<file path="src/rtl/elastic_stage_reg.sv">
// elastic_stage_reg: pipeline stage register, valid/ready handshake, 2-entry skid buffer, flush, bubble control masking
// Ports: clk, rst_n (async active-low), flush (sync kill of held and incoming entries),
//   in_valid/in_ready/in_data/in_ctrl (upstream), out_valid/out_ready/out_data/out_ctrl (downstream),
//   occupancy (held entries 0..2).
module elastic_stage_reg #(
  parameter int DATA_W = 48,
  parameter int CTRL_W = 8,
  parameter bit CTRL_MASK = 1'b1
) (
  input  logic              clk,
  input  logic              rst_n,
  input  logic              flush,
  input  logic              in_valid,
  output logic              in_ready,
  input  logic [DATA_W-1:0] in_data,
  input  logic [CTRL_W-1:0] in_ctrl,
  output logic              out_valid,
  input  logic              out_ready,
  output logic [DATA_W-1:0] out_data,
  output logic [CTRL_W-1:0] out_ctrl,
  output logic [1:0]        occupancy
);
  logic              m_valid, s_valid;
  logic [DATA_W-1:0] m_data, s_data;
  logic [CTRL_W-1:0] m_ctrl, s_ctrl;
  logic              accept, pop;
  // in_ready depends on registered state only, so no combinational path from out_ready
  assign in_ready  = !s_valid;
  assign accept    = in_valid && in_ready;
  assign pop       = m_valid && out_ready;
  assign out_valid = m_valid;
  assign out_data  = m_data;
  // bubbles must never show live write/push/pop bits downstream or to forwarding
  assign out_ctrl  = (CTRL_MASK && !m_valid) ? '0 : m_ctrl;
  assign occupancy = {1'b0, m_valid} + {1'b0, s_valid};
  always_ff @(posedge clk or negedge rst_n)
    if (!rst_n) begin
      m_valid <= 1'b0;
      s_valid <= 1'b0;
      m_data  <= '0;
      m_ctrl  <= '0;
      s_data  <= '0;
      s_ctrl  <= '0;
    end else if (flush) begin
      m_valid <= 1'b0;
      s_valid <= 1'b0;
    end else if (!m_valid || pop) begin
      if (s_valid) begin
        m_data  <= s_data;
        m_ctrl  <= s_ctrl;
        m_valid <= 1'b1;
        s_valid <= 1'b0;
      end else if (accept) begin
        m_data  <= in_data;
        m_ctrl  <= in_ctrl;
        m_valid <= 1'b1;
      end else
        m_valid <= 1'b0;
    end else if (accept) begin
      s_data  <= in_data;
      s_ctrl  <= in_ctrl;
      s_valid <= 1'b1;
    end
endmodule

</file>
<file path="config.mk">
export PLATFORM = sky130hd
export DESIGN_NAME = elastic_stage_reg
export DESIGN_NICKNAME = d
export VERILOG_FILES = /design/src/rtl/elastic_stage_reg.sv
export SDC_FILE = /design/constraint.sdc
export NUM_CORES = 1
export LEC_CHECK = 0
export CAP_MARGIN = 20
export CORE_UTILIZATION = 56
export CTS_BUF_LIST = sky130_fd_sc_hd__clkbuf_2 sky130_fd_sc_hd__clkbuf_4 sky130_fd_sc_hd__clkbuf_8
export CTS_CLUSTER_SIZE = 28
export DETAILED_ROUTE_END_ITERATION = 8
export HOLD_SLACK_MARGIN = 0.06
export PLACE_DENSITY_LB_ADDON = 0.1
export SLEW_MARGIN = 10
export SYNTH_ARGS = -nofsm -noshare
export SYNTH_HDL_FRONTEND = slang
export SYNTH_SLANG_ARGS = --single-unit
</file>
<file path="constraint.sdc">
create_clock -name clk -period 4.3 [get_ports clk]
set_clock_uncertainty 0.05 [all_clocks]
set_input_delay 0.86 -clock clk [delete_from_list [all_inputs] [get_ports clk]]
set_output_delay 0.86 -clock clk [all_outputs]
set_load 0.01 [all_outputs]
</file>
==> results.txt <==
CTS Buffer Depth -> 2
n_diodes -> 0
vias in the first global route -> 3368
FF-to-FF setup slack -> 1.95 ns
CP Capture Point -> occupancy[0]
cts repair resizes -> 0
post-synthesis cell count -> 318
Main synth FF type -> dfrtp_1
placed cell areas -> 0.00651 mm²
status -> complete, no violations
Worst R2R Start -> out_valid$_DFFE_PN0P_
Finished Layout Cells -> 564
WS Path Type -> reg2out
syn_nets -> 380
Final min period -> 2.81 ns
Comb pwr share -> 0.230
ratio of cells with drive above 1 in the final layout -> 0.414
reg-to-reg endpoint -> out_data[21]$_DFFE_PN0P_
Core ar. -> 0.00889 mm²
required time of the worst setup path -> 3.39 ns
Post-synth top cells -> dfrtp_1 (114), mux2_2 (88), mux2_4 (60)
TritonCTS clock tree -> built
root buffer cell -> clkbuf_8
Net Switching -> 771 µW
initial antenna violation count -> 0
Routed WL -> 10200 µm
internal power -> 2.32 mW
die area -> 0.00977 mm²
fin area -> 0.00689 mm²
drt wl/cell -> 18.1 µm
area grow syn2layout -> 31.1%
Overflow after GRT -> 0
Leak -> 3.06 nW
cell taking the most area after synthesis -> dfrtp_1
placed cell count -> 532
met2 Use GR -> 0.363
#FFs+latches synth -> 114
Clock Latency Late Sink -> 0.41 ns
Post-synth EDFFs -> 0
Synth Area per Inst -> 16.5 µm²
actual slew at the worst max-slew pin -> 0.733 ns
pwr dens -> 448 mW/mm²
CP startpoint kind -> flip-flop
grt met1 use -> 0.290
final critical-path share of the clock period -> 0.653
count leader, synth -> dfrtp_1
RSZ-0062 raised after global routing -> no
Slew Viols, Final -> 0
fraction of registers with async set/reset -> 1.00
relative slew slack -> 0.510
critical path capture point type -> primary output
# IOs -> 121
CP startpoint -> s_valid$_DFFE_PN0P_
GRT Max-Usage Layer -> met2
Reg clk slew, reported paths -> 0.07 ns
clock share of power -> 0.305
number of setup buffers added after CTS -> 0
overall routing resource usage -> 0.227
DRC violations left -> 0
# H-tree levels -> 4
dpl hpwl -> 6430 µm
post-DR vias/cell -> 5.40
number of clock sinks -> 114
register area share after synthesis -> 0.543
fmax -> 356 MHz
# setup viols final -> 0
Reg2Reg Depth -> 4
first-pass GRT wire length -> 16900 µm
setup_tns -> 0 ns
Final Net Count -> 505
starting density of the core -> 0.591
synth top area cells -> dfrtp_1 (54%), mux2_2 (19%), mux2_4 (17%), mux2_1 (4.3%), buf_6 (1.7%)
Hold Buf Count CTS -> 0
First-pass DRT Iterations -> 4
# port buffers -> 120
sequential power share -> 0.466
Yosys warning total -> 0
TritonCTS Buffers -> 17
max_cap viols -> 0
Die W -> 98.8 µm
Rows -> 34
Final ANT Viol Nets -> 0
Die Ht -> 98.8 µm
Yosys top cell area share -> 0.543
Cell Area, Synth -> 0.00525 mm²
routability congestion estimate -> 0.717
switching share of total power -> 0.250
hold crit path type -> in2async
GR Util met3 -> 0.0872
Hold Fails Final Rpt -> 0
VDD IR-drop max -> 0.000381 V
largest net degree at the start of global routing -> 63
Max FO, Critical Path -> 17
DRT iter0 DRCs -> 95
routed via count -> 3045
post-synthesis cell type count -> 19
Crit path arrival time -> 1.90 ns
==> cell type report <==
| type | count | area (µm²) |
|---|---|---|
| clock inverters | 10 | 82.6 |
| well taps | 108 | 135 |
| repair buffers | 124 | 1270 |
| clock buffers | 22 | 297 |
| inverters | 1 | 3.75 |
| multi-input cells | 185 | 2250 |
| flip-flops and latches | 114 | 2850 |
| fillers | 561 | 2010 |
==> registers in the layout (all words and copies together), names as in the netlist <==
| register | flops |
|---|---|
| s_data | 48 |
| s_ctrl | 8 |
| s_valid | 1 |
| m_ctrl | 8 |
| out_valid | 1 |
| out_data | 48 |
==> layer usage <==
layer,share of wire,up-vias
met5,0,-
met4,0.0079,0
met3,0.056,7
met2,0.48,82
met1,0.46,1569
li1,-,1387
==> metrics by stage <==
stage / worst slack [ns] / utilization / total power, mW / hold slack (ns)
after floorplan: 2.27 / - / 1.82 / 0.400
after global placement: 1.25 / 0.732 / 2.13 / 0.418
after detailed placement: 1.22 / 0.732 / 2.16 / 0.424
after CTS: 1.47 / 0.774 / 3.12 / 0.434
after global routing: 1.44 / 0.774 / 3.23 / 0.454
final: 1.49 / 0.774 / 3.09 / 0.422
==> critical path: stages, from the launching register on <==
cell and delay (ns):
dfrtp_2 0.55, ha_1 0.39, clkdlybuf4s50_1 0.54
==> placed cells by master, fill, tap and decap left out, drive strengths merged <==
cell type / instances
nand2b: 1
buf: 5
and2b: 1
ha: 1
nor3: 2
clkbuf: 22
inv: 1
mux2: 168
clkdlybuf4s50: 119
and2: 8
nor2: 2
dfrtp: 114
nand3: 1
a21oi: 1
clkinvlp: 3
clkinv: 6
bufinv: 1
==> worst min-delay path by stage <==
| stage | startpoint | to | slack (ns) | cells past startpoint |
|---|---|---|---|---|
| global route | m_ctrl[7]$_DFFE_PN0P_ | m_ctrl[7]$_DFFE_PN0P_ | 0.45 | 1 |
| floorplan | m_ctrl[7]$_DFFE_PN0P_ | m_ctrl[7]$_DFFE_PN0P_ | 0.40 | 1 |
| CTS | rst_n | s_data[15]$_DFFE_PN0P_ | 0.43 | 1 |
| global placement | out_data[14]$_DFFE_PN0P_ | out_data[14]$_DFFE_PN0P_ | 0.42 | 1 |
| detailed placement | m_ctrl[7]$_DFFE_PN0P_ | m_ctrl[7]$_DFFE_PN0P_ | 0.42 | 1 |
| finish | rst_n | s_data[15]$_DFFE_PN0P_ | 0.42 | 1 |
==> power by group through the flow <==
stage | Combinational [mW] | Clock, mW | Sequential [mW]
after global routing | 0.756 | 1.01 | 1.47
after global placement | 0.691 | 0 | 1.44
after floorplan | 0.359 | 0 | 1.46
final | 0.708 | 0.940 | 1.44
after CTS | 0.717 | 0.965 | 1.44
after detailed placement | 0.712 | 0 | 1.45
==> logic make-up (layout without fill, tap and decap cells) <==
logic type | Yosys count | in the layout | share of synthesized area
compound gates | 1 | 1 | 0.000952
fa+ha+maj | 1 | 1 | 0.00238
buf+inv | 19 | 157 | 0.0317
flops | 114 | 114 | 0.543
mux | 168 | 168 | 0.403
simple gates | 15 | 15 | 0.0188
Power figures use the tool's default switching activity.
